--- src/rtl/axis_stall_pkg.sv ---
// axis_stall_pkg
//   Shared types and codes for the AXI-Stream stall detector.
//   stall_state_t : per-channel FSM state
//   INFO_*        : two-bit stall classification reported on axis_block_info
//   classify()    : maps a tvalid/tready pair onto a stall kind (transfer and
//                   quiet cycles both map to INFO_NONE)
package axis_stall_pkg;

  typedef enum logic [1:0] {
    ST_IDLE    = 2'd0,
    ST_WAIT    = 2'd1,
    ST_BLOCKED = 2'd2
  } stall_state_t;

  localparam logic [1:0] INFO_NONE   = 2'b00;
  localparam logic [1:0] INFO_STARVE = 2'b01;
  localparam logic [1:0] INFO_BP     = 2'b10;

  function automatic logic [1:0] classify(input logic tvalid, input logic tready);
    if (!tvalid && tready) begin
      return INFO_STARVE;
    end else if (tvalid && !tready) begin
      return INFO_BP;
    end else begin
      return INFO_NONE;
    end
  endfunction

endpackage

--- src/rtl/axis_stall_channel.sv ---
// axis_stall_channel
//   One channel of the stall detector: classifies the tvalid/tready tap every
//   cycle and runs a small FSM with a saturating run-length counter. The
//   channel is flagged blocked once the same stall kind has been seen on
//   THRESH consecutive edges.
//
//   state      | meaning
//   -----------+-----------------------------------------------------------
//   ST_IDLE    | no stall in progress, counter 0
//   ST_WAIT    | stall of kind kind_q seen on cnt_q consecutive edges
//   ST_BLOCKED | stall persisted THRESH edges; sig/info asserted
//
// Ports
//   clock, reset   clock and synchronous active-high reset
//   qual           channel qualified (enable, not idle, not masked)
//   tvalid, tready AXIS handshake tap
//   block_nxt      next-state blocked flag (feeds the registered OR at top)
//   block_sig      registered blocked flag
//   block_info     registered stall kind, nonzero only while blocked
module axis_stall_channel
  import axis_stall_pkg::*;
#(
  parameter int THRESH = 16
) (
  input  logic       clock,
  input  logic       reset,
  input  logic       qual,
  input  logic       tvalid,
  input  logic       tready,
  output logic       block_nxt,
  output logic       block_sig,
  output logic [1:0] block_info
);

  localparam int CW = $clog2(THRESH + 1);
  localparam logic [CW-1:0] CNT_ONE = CW'(1);
  localparam logic [CW-1:0] CNT_MAX = CW'(THRESH);

  stall_state_t   state_q, state_d;
  logic [CW-1:0]  cnt_q, cnt_d;
  logic [1:0]     kind_q, kind_d;
  logic           sig_q, sig_d;
  logic [1:0]     info_q, info_d;

  logic [1:0]     kind_now;
  logic           stall;
  logic           restart;

  assign kind_now = classify(tvalid, tready);
  assign stall    = qual && (kind_now != INFO_NONE);
  // A fresh stall run starts from IDLE or whenever the kind flips
  // between starved and back-pressured.
  assign restart  = (state_q == ST_IDLE) || (kind_now != kind_q);

  always_comb begin
    state_d = state_q;
    cnt_d   = cnt_q;
    kind_d  = kind_q;
    if (!stall) begin
      state_d = ST_IDLE;
      cnt_d   = '0;
      kind_d  = INFO_NONE;
    end else begin
      case (state_q)
        ST_IDLE, ST_WAIT, ST_BLOCKED: begin
          if (restart) begin
            kind_d  = kind_now;
            cnt_d   = CNT_ONE;
            // THRESH==1 blocks on the very first stalled edge.
            state_d = (CNT_ONE == CNT_MAX) ? ST_BLOCKED : ST_WAIT;
          end else if (state_q == ST_WAIT) begin
            cnt_d   = (cnt_q == CNT_MAX) ? cnt_q : cnt_q + CNT_ONE;
            state_d = (cnt_d == CNT_MAX) ? ST_BLOCKED : ST_WAIT;
          end
        end
        default: begin
          state_d = ST_IDLE;
          cnt_d   = '0;
          kind_d  = INFO_NONE;
        end
      endcase
    end
    sig_d  = (state_d == ST_BLOCKED);
    info_d = sig_d ? kind_d : INFO_NONE;
  end

  always_ff @(posedge clock) begin
    if (reset) begin
      state_q <= ST_IDLE;
      cnt_q   <= '0;
      kind_q  <= INFO_NONE;
      sig_q   <= 1'b0;
      info_q  <= INFO_NONE;
    end else begin
      state_q <= state_d;
      cnt_q   <= cnt_d;
      kind_q  <= kind_d;
      sig_q   <= sig_d;
      info_q  <= info_d;
    end
  end

  assign block_nxt  = sig_d;
  assign block_sig  = sig_q;
  assign block_info = info_q;

endmodule

--- src/rtl/axis_stall_detector.sv ---
// axis_stall_detector
//   Per-channel AXI-Stream stall detector. Taps tvalid/tready of each AXIS
//   port, flags channels that stay starved or back-pressured for THRESH
//   consecutive cycles, and drives the registered block-signal vectors read
//   by the deadlock monitor.
//
// Build option
//   AXIS_STALL_LATCH_EN : adds first_blk_vld/idx/cyc, a sticky record of the
//                         lowest channel and cycle number of the first block.
//
// Ports
//   clock, reset     clock and synchronous active-high reset
//   enable           detection window; low clears every channel
//   inst_idle[i]     owning instance idle; clears channel i
//   tvalid, tready   AXIS taps, N_CH each
//   axis_block_sigs  channel i blocked
//   axis_block_info  [2i+1:2i] 01 starved, 10 back-pressured, 00 none
//   any_block        registered OR of the blocked flags
//   first_blk_*      (AXIS_STALL_LATCH_EN only) first-block capture
module axis_stall_detector
  import axis_stall_pkg::*;
#(
  parameter int              N_CH    = 4,
  parameter int              THRESH  = 16,
  parameter logic [N_CH-1:0] CH_MASK = {N_CH{1'b1}},
  localparam int             IW      = (N_CH > 1) ? $clog2(N_CH) : 1
) (
  input  logic              clock,
  input  logic              reset,
  input  logic              enable,
  input  logic [N_CH-1:0]   inst_idle,
  input  logic [N_CH-1:0]   tvalid,
  input  logic [N_CH-1:0]   tready,
  output logic [N_CH-1:0]   axis_block_sigs,
  output logic [2*N_CH-1:0] axis_block_info,
`ifdef AXIS_STALL_LATCH_EN
  output logic              first_blk_vld,
  output logic [IW-1:0]     first_blk_idx,
  output logic [31:0]       first_blk_cyc,
`endif
  output logic              any_block
);

  logic [N_CH-1:0] qual;
  logic [N_CH-1:0] blk_nxt;
  logic            any_block_q, any_block_d;

  // Masked channels are held permanently unqualified, so they sit in IDLE
  // with all outputs low.
  assign qual = {N_CH{enable}} & ~inst_idle & CH_MASK;

  for (genvar i = 0; i < N_CH; i++) begin : g_ch
    axis_stall_channel #(
      .THRESH (THRESH)
    ) u_ch (
      .clock      (clock),
      .reset      (reset),
      .qual       (qual[i]),
      .tvalid     (tvalid[i]),
      .tready     (tready[i]),
      .block_nxt  (blk_nxt[i]),
      .block_sig  (axis_block_sigs[i]),
      .block_info (axis_block_info[2*i +: 2])
    );
  end

  // Built from next-state flags so the register lands on the same edge as
  // the per-channel sigs.
  assign any_block_d = |blk_nxt;

  always_ff @(posedge clock) begin
    if (reset) begin
      any_block_q <= 1'b0;
    end else begin
      any_block_q <= any_block_d;
    end
  end

  assign any_block = any_block_q;

`ifdef AXIS_STALL_LATCH_EN
  logic            vld_q, vld_d;
  logic [IW-1:0]   idx_q, idx_d;
  logic [31:0]     fcyc_q, fcyc_d;
  logic [31:0]     cyc_q, cyc_d;
  logic [IW-1:0]   low_idx;

  always_comb begin
    low_idx = '0;
    for (int i = N_CH - 1; i >= 0; i--) begin
      if (blk_nxt[i]) begin
        low_idx = IW'(i);
      end
    end
  end

  // cyc_d is the number of the edge being evaluated, counted from the first
  // edge after reset is released.
  always_comb begin
    cyc_d  = cyc_q + 32'd1;
    vld_d  = vld_q;
    idx_d  = idx_q;
    fcyc_d = fcyc_q;
    if (!vld_q && any_block_d && !any_block_q) begin
      vld_d  = 1'b1;
      idx_d  = low_idx;
      fcyc_d = cyc_d;
    end
  end

  always_ff @(posedge clock) begin
    if (reset) begin
      cyc_q  <= '0;
      vld_q  <= 1'b0;
      idx_q  <= '0;
      fcyc_q <= '0;
    end else begin
      cyc_q  <= cyc_d;
      vld_q  <= vld_d;
      idx_q  <= idx_d;
      fcyc_q <= fcyc_d;
    end
  end

  assign first_blk_vld = vld_q;
  assign first_blk_idx = idx_q;
  assign first_blk_cyc = fcyc_q;
`endif

endmodule

--- config.mk ---
export PLATFORM = sky130hd
export DESIGN_NAME = axis_stall_detector
export DESIGN_NICKNAME = d
export VERILOG_FILES = /design/src/rtl/axis_stall_pkg.sv /design/src/rtl/axis_stall_channel.sv /design/src/rtl/axis_stall_detector.sv
export SDC_FILE = /design/constraint.sdc
export NUM_CORES = 1
export LEC_CHECK = 0
export ABC_AREA = 0
export CORE_MARGIN = 1
export CORE_UTILIZATION = 47
export CTS_BUF_LIST = sky130_fd_sc_hd__clkbuf_4 sky130_fd_sc_hd__clkbuf_8 sky130_fd_sc_hd__clkbuf_16
export DETAILED_ROUTE_END_ITERATION = 12
export PLACE_DENSITY_LB_ADDON = 0.2
export SLEW_MARGIN = 10
export SYNTH_ARGS = -nofsm -noshare
export SYNTH_HDL_FRONTEND = slang
export SYNTH_SLANG_ARGS = --single-unit
--- constraint.sdc ---
create_clock -name clock -period 2.45 [get_ports clock]
set_input_delay 0.3675 -clock clock [delete_from_list [all_inputs] [get_ports clock]]
set_output_delay 0.3675 -clock clock [all_outputs]
set_load 0.02 [all_outputs]
---- Yosys cells after proc, flatten, opt, wreduce, memory -nomap -nowiden ----
Index checks and enable logic that the tools add are counted.
operators by class
  bitwise operators ....................... 14
  divide/modulo/power cells ............... 0
  equal/unequal tests ..................... 24
  reductions and logical operators ........ 53
  shift operators ......................... 0
  $lt $le $gt $ge ......................... 0
  add/subtract/negate cells ............... 4
  muxes and demuxes ....................... 52
  multiply operators ...................... 0
operator list
  cell                                                 number
  two-way mux 2 bit                                    40
  equality test 5 bit, second input constant           8
  OR reduction 3 bit                                   8
  adder 5 x 1 -> 5 bit, second input constant          4
  two-way mux 5 bit                                    4
  OR reduction 4 bit                                   5
  equality test 2 bit, second input constant           8
  nonzero test 2 bit                                   8
  logical AND 1 bit                                    12
  NOT 1 bit                                            12
  equality test 2 x 1 -> 1 bit, second input constant  4
  logical NOT 1 bit                                    8
  logical NOT 2 bit                                    4
  two-way mux 1 bit                                    8
  != test 2 bit                                        4
  OR reduction 2 bit                                   4
  bitwise AND 4 bit                                    1
  logical OR 1 bit                                     4
  NOT 4 bit                                            1
storage, ports and cells
  register bits ........................... 49
  memories kept ........................... 0
  output and inout bits ................... 13
  latch bits .............................. 0
  bits in read-only memories .............. 0
  memory bits (writable) .................. 0
  logic and storage cells ................. 172

---- Longest topological paths before layout ----
  word-level depth ........................ 12
  mapped depth ............................ 8
  gate-level depth less buffers ........... 8

---- Cells and area by module ----
Synthesis repeated with hierarchy kept, for this count alone.
unflattened totals
  cell total of the unflattened synthesis .. 305
  area total of the unflattened synthesis .. 2748.9 um^2
modules (own cells, without submodules)
  module                                 sequential area each (um^2)  times used  area each (um^2)  cells each
  axis_stall_channel (g_ch[1].u_ch ...)  240.2                        2           663.1             72
  axis_stall_channel (g_ch[3].u_ch)      240.2                        1           691.9             78
  axis_stall_channel (g_ch[0].u_ch)      240.2                        1           675.6             76
  axis_stall_detector                    20.0                         1           55.1              7

---- Worst setup path before layout ----
No wires, ideal clock.
  kind .................................... register to register
  start ................................... reg g_ch[1].u_ch.cnt_q[0]
  end ..................................... reg any_block_q, in the netlist any_block
  stages on the path, launching flop included .. 9
  slack ................................... 579 ps
  clock period less this slack ............ 1871 ps
  arrival time ............................ 1736 ps
  path buffers ............................ 0
  setup time .............................. 134 ps
  data required time ...................... 2316 ps
  path through ............................ dfxtp_1 inv_1 ha_1 nor2_1 nand4_1 nand3_1 and3_4 nor4b_2 or4_1
between the ends
  longest elaborated chain between the ends .. 10
  elaborated cells between the ends (all ways) .. 11
  classes of those cells .................. add/sub: 1; eq/ne: 3; mux: 6; reduce/logical: 1
ends and longest elaborated chain
  item                                                         line                       source
  start, declared                                              axis_stall_channel.sv:40   logic [CW-1:0] cnt_q, cnt_d;
  start signal, assigned                                       axis_stall_channel.sv:96   cnt_q <= cnt_d;
  adder 5 x 1 -> 5 bit or equality test 5 bit (tied branches)  axis_stall_channel.sv:72   cnt_d = (cnt_q == CNT_MAX) ? cnt_q : cnt_q + CNT_ONE;
  two-way mux 5 bit (*)                                        axis_stall_channel.sv:72
  equality test 5 bit (*)                                      axis_stall_channel.sv:73   state_d = (cnt_d == CNT_MAX) ? ST_BLOCKED : ST_WAIT;
  two-way mux 2 bit (*)                                        axis_stall_channel.sv:73
  two-way mux 2 bit (*)                                        axis_stall_channel.sv:71   end else if (state_q == ST_WAIT) begin
  two-way mux 2 bit (*)                                        axis_stall_channel.sv:66   if (restart) begin
  two-way mux 2 bit (*)                                        axis_stall_channel.sv:64   case (state_q)
  two-way mux 2 bit (*)                                        axis_stall_channel.sv:59   if (!stall) begin
  equality test 2 bit (*)                                      axis_stall_channel.sv:83   sig_d = (state_d == ST_BLOCKED);
  OR reduction 4 bit (*)                                       axis_stall_detector.sv:69  assign any_block_d = |blk_nxt;
  end signal, assigned                                         axis_stall_detector.sv:75  any_block_q <= any_block_d;
  end, declared                                                axis_stall_detector.sv:46  logic any_block_q, any_block_d;
Every way passes the cells marked *; elsewhere a longest branch is shown, timed or not.
A chain may end at the register's enable or synchronous reset.

---- Final worst setup path ----
  start ................................... reg g_ch[0].u_ch.cnt_q[0]
  end ..................................... reg any_block_q, in the netlist any_block
between the ends
  longest elaborated chain between the ends .. 10
  elaborated cells between the ends (all ways) .. 11
  classes of those cells .................. add/sub: 1; eq/ne: 3; mux: 6; reduce/logical: 1
ends and longest elaborated chain
  item                                                         line
  start, declared                                              axis_stall_channel.sv:40
  start signal, assigned                                       axis_stall_channel.sv:96
  adder 5 x 1 -> 5 bit or equality test 5 bit (tied branches)  axis_stall_channel.sv:72
  two-way mux 5 bit (*)                                        axis_stall_channel.sv:72
  equality test 5 bit (*)                                      axis_stall_channel.sv:73
  two-way mux 2 bit (*)                                        axis_stall_channel.sv:73
  two-way mux 2 bit (*)                                        axis_stall_channel.sv:71
  two-way mux 2 bit (*)                                        axis_stall_channel.sv:66
  two-way mux 2 bit (*)                                        axis_stall_channel.sv:64
  two-way mux 2 bit (*)                                        axis_stall_channel.sv:59
  equality test 2 bit (*)                                      axis_stall_channel.sv:83
  OR reduction 4 bit (*)                                       axis_stall_detector.sv:69
Marked as above.

==> flow_summary.ini <==
[routing]
drtIter0Drc = 57
avgViaCountPerCell = 4.99
detail-route-antenna-nets = 0
vias = 1848
wl_per_cell_um = 11.5
wirelength_um = 4240
drc_errors = 0
drtPass1Iterations = 4

[placement]
dp_cells = 362
dpl.hpwl_um = 3260
dp_slack_ns = 0.0922
port_buffers = 27
gp_congestion = 0.774

[timing]
fmax_mhz = 491
fin_crit_sh = 0.831
worst_pin_slew_ns = 0.629
fin_hold_ws_ns = 0.540
tns_ns = 0
finalSetupViolCount = 0
slew_violations = 0
fin_worst_skew_ns = 0.00382
slew_headroom = 0.580
fin_crit_ns = 2.04
hold_violations = 0
rsz0062_at_grt = no
fin_ws_ns = 0.414

[layout]
area_growth_pct = 17.2
fillerInstances = 451
multi_input_area_mm2 = 0.00133
num-nets-final = 333
drive_gt1_frac = 0.0825
finalNonFillerCells = 370
seq_area_um2 = 981
antenna_cells = 0

[grt]
grt_pass1_wl_um = 7510
antenna_found_initial = 0
grt-ovfl-total = 0
grt_pass1_vias = 1729
grt_start_max_net_pins = 15
track_usage = 0.177

[clocking]
cts_tree = done
clk_path_buf_depth = 2
cts.sinks = 49
cts_setup_buffers = 0
hold_buffers = 0
h-tree-depth = 2
clock_latency_ns = 0.30
cts_buffers = 5
cts-resized-gates = 0
clk_pin_slew_ns = 0.09
ctsRootBufferMaster = clkbuf_8

[synthesis]
syn_nets = 303
synthesis.area_mm2 = 0.00245
synth_edf_count = 0
async_flop_share = 0
synth_cell_types = 47
avgSynthCellArea_um2 = 9.00
ys_seq_elements = 49
synth_warnings = 0
synthFlopType = dfxtp_1
synthCells = 272
ys_seq_area_frac = 0.401

[setup_path]
worstSetupPathDepth = 8
critical-path-top-delay-family = simple AND/OR/NAND/NOR gates
worst-path-buf-inv = 1
cp_slowest_cell = or4_1
path_max_fanout = 6
crit_arrival_ns = 2.22
worstPathRequired_ns = 2.63
r2r_cells = 8
critPathMaxStageDelay_ns = 0.48
critical_path_class = flip-flop to flip-flop
start_kind = flip-flop
endpoint_kind = flip-flop
worstPathCellList = inv_1, ha_1, nand3b_1, nor3_1, a311oi_1, or4_4, a21oi_2, or4_1

[die]
chipWidth_um = 74.2
rows = 25
die_height_um = 74.2
dieArea_mm2 = 0.00550
ioPinCount = 28
core-area_mm2 = 0.00488
start_util = 0.502

[worst_hold_path]
min_path_cells = 2
worst_hold_path_type = flip-flop to flip-flop

[run]
drv_cap = 0

[power]
powerDensity_mw_per_mm2 = 494
p_total_mw = 1.42
ir_worst_vdd_mv = 0.312
power_leakage_nw = 1.13

[outcome]
status = complete, no violations
## state kept, by name, indices dropped and copies added, names as in the netlist
name and count:
g_ch.u_ch.state_q 8, g_ch.u_ch.block_info 8, g_ch.u_ch.block_sig 4, g_ch.u_ch.cnt_q 20, any_block 1, g_ch.u_ch.kind_q 8
## final cells by class
| cell class | count | share of cell area |
|---|---|---|
| multi-input combinational | 197 | 0.464 |
| sequential | 49 | 0.342 |
| timing repair buffer | 32 | 0.107 |
| clock buffer | 7 | 0.0336 |
| tap | 67 | 0.0292 |
| inverter | 17 | 0.0222 |
| clock inverter | 1 | 0.00174 |
## kinds of logic (layout without fill, tap and decap cells)
logic type | count (synthesis) | count (layout) | synth area share
DFF | 49 | 49 | 0.401
buffers and inverters | 26 | 57 | 0.0552
and+or+nand+nor | 119 | 119 | 0.273
adders and majority gates | 16 | 16 | 0.0818
AOI/OAI and AO/OA | 37 | 37 | 0.100
xor gates and xnor gates | 25 | 25 | 0.0894
## worst reg2reg max path, stage by stage, from the launching register on
cell      delay, ns
dfxtp_1        0.42
inv_1          0.12
ha_1           0.22
nand3b_1       0.12
nor3_1         0.06
a311oi_1       0.25
or4_4          0.18
a21oi_2        0.07
or4_1          0.48
## per-stage QoR
step	cell area (um2)	utilization
final	2870	0.588
after global routing	2870	0.588
after CTS	2870	0.588
after detailed placement	2770	0.567
after global placement	2770	0.567
after floorplan	2450	-
## power breakdown
part	switching [mW]	total, mW	internal, mW
sequential	0.00667	0.809	0.802
clock	0.262	0.518	0.256
combinational	0.0420	0.0927	0.0507
total	0.311	1.42	1.11
## cells in the mapped netlist, types with 2 or more instances
master     count  area share
and3b_1        2      0.0072
buf_4          5       0.015
buf_2          2      0.0041
and2_2         2      0.0061
nand2_1       13       0.020
a21oi_2        3       0.011
inv_1         17       0.026
o22ai_1        2      0.0051
a21boi_0       4       0.012
a21oi_1       15       0.031
nor3_1        12       0.025
o21ai_1        3      0.0061
and3_1         3      0.0077
nor2_1        31       0.048
ha_1          16       0.082
or3_1          2      0.0051
xor2_1        20       0.072
nor2b_1        8       0.020
xnor2_1        5       0.018
a2111oi_0      2      0.0072
nand3_1        8       0.016
nand2b_1       5       0.013
nand4_1        8       0.020
a2111o_1       2      0.0092
and2_1        12       0.031
dfxtp_1       49        0.40
## final timing paths
path                                               from                       to  slack, ns
worst min register to register  g_ch[0].u_ch.state_q[0]  g_ch[0].u_ch.state_q[0]       0.54
worst max register to register    g_ch[0].u_ch.cnt_q[0]                any_block       0.41
worst min-delay path            g_ch[0].u_ch.state_q[0]  g_ch[0].u_ch.state_q[0]       0.54
worst max-delay path              g_ch[0].u_ch.cnt_q[0]                any_block       0.41
## layout by cell type (no fill, tap or decap), types with 2 or more instances in the layout
master / Yosys / layout
nor2_1: 31 / 31
a21boi_0: 4 / 4
and3_1: 3 / 3
nand4_1: 8 / 8
nand3_1: 8 / 8
nand2_1: 13 / 13
inv_1: 17 / 17
xor2_1: 20 / 20
nor3_1: 12 / 12
and2_1: 12 / 12
clkbuf_8: 0 / 7
and3b_1: 2 / 2
or3_1: 2 / 2
o21ai_1: 3 / 3
and2_2: 2 / 2
a21oi_1: 15 / 15
ha_1: 16 / 16
a21oi_2: 3 / 3
o22ai_1: 2 / 2
clkdlybuf4s50_1: 0 / 27
xnor2_1: 5 / 5
buf_4: 5 / 5
a2111oi_0: 2 / 2
nand2b_1: 5 / 5
a2111o_1: 2 / 2
dfxtp_1: 49 / 49
nor2b_1: 8 / 8
## layer usage
metal,GRT usage,part of all wire,wire length (um)
met2,0.292,0.46,1950
met5,0,0,0
met4,0.0641,0.015,65
met1,0.230,0.49,2100
met3,0.0379,0.030,126
Note: power is estimated with default switching activity, not from simulation.
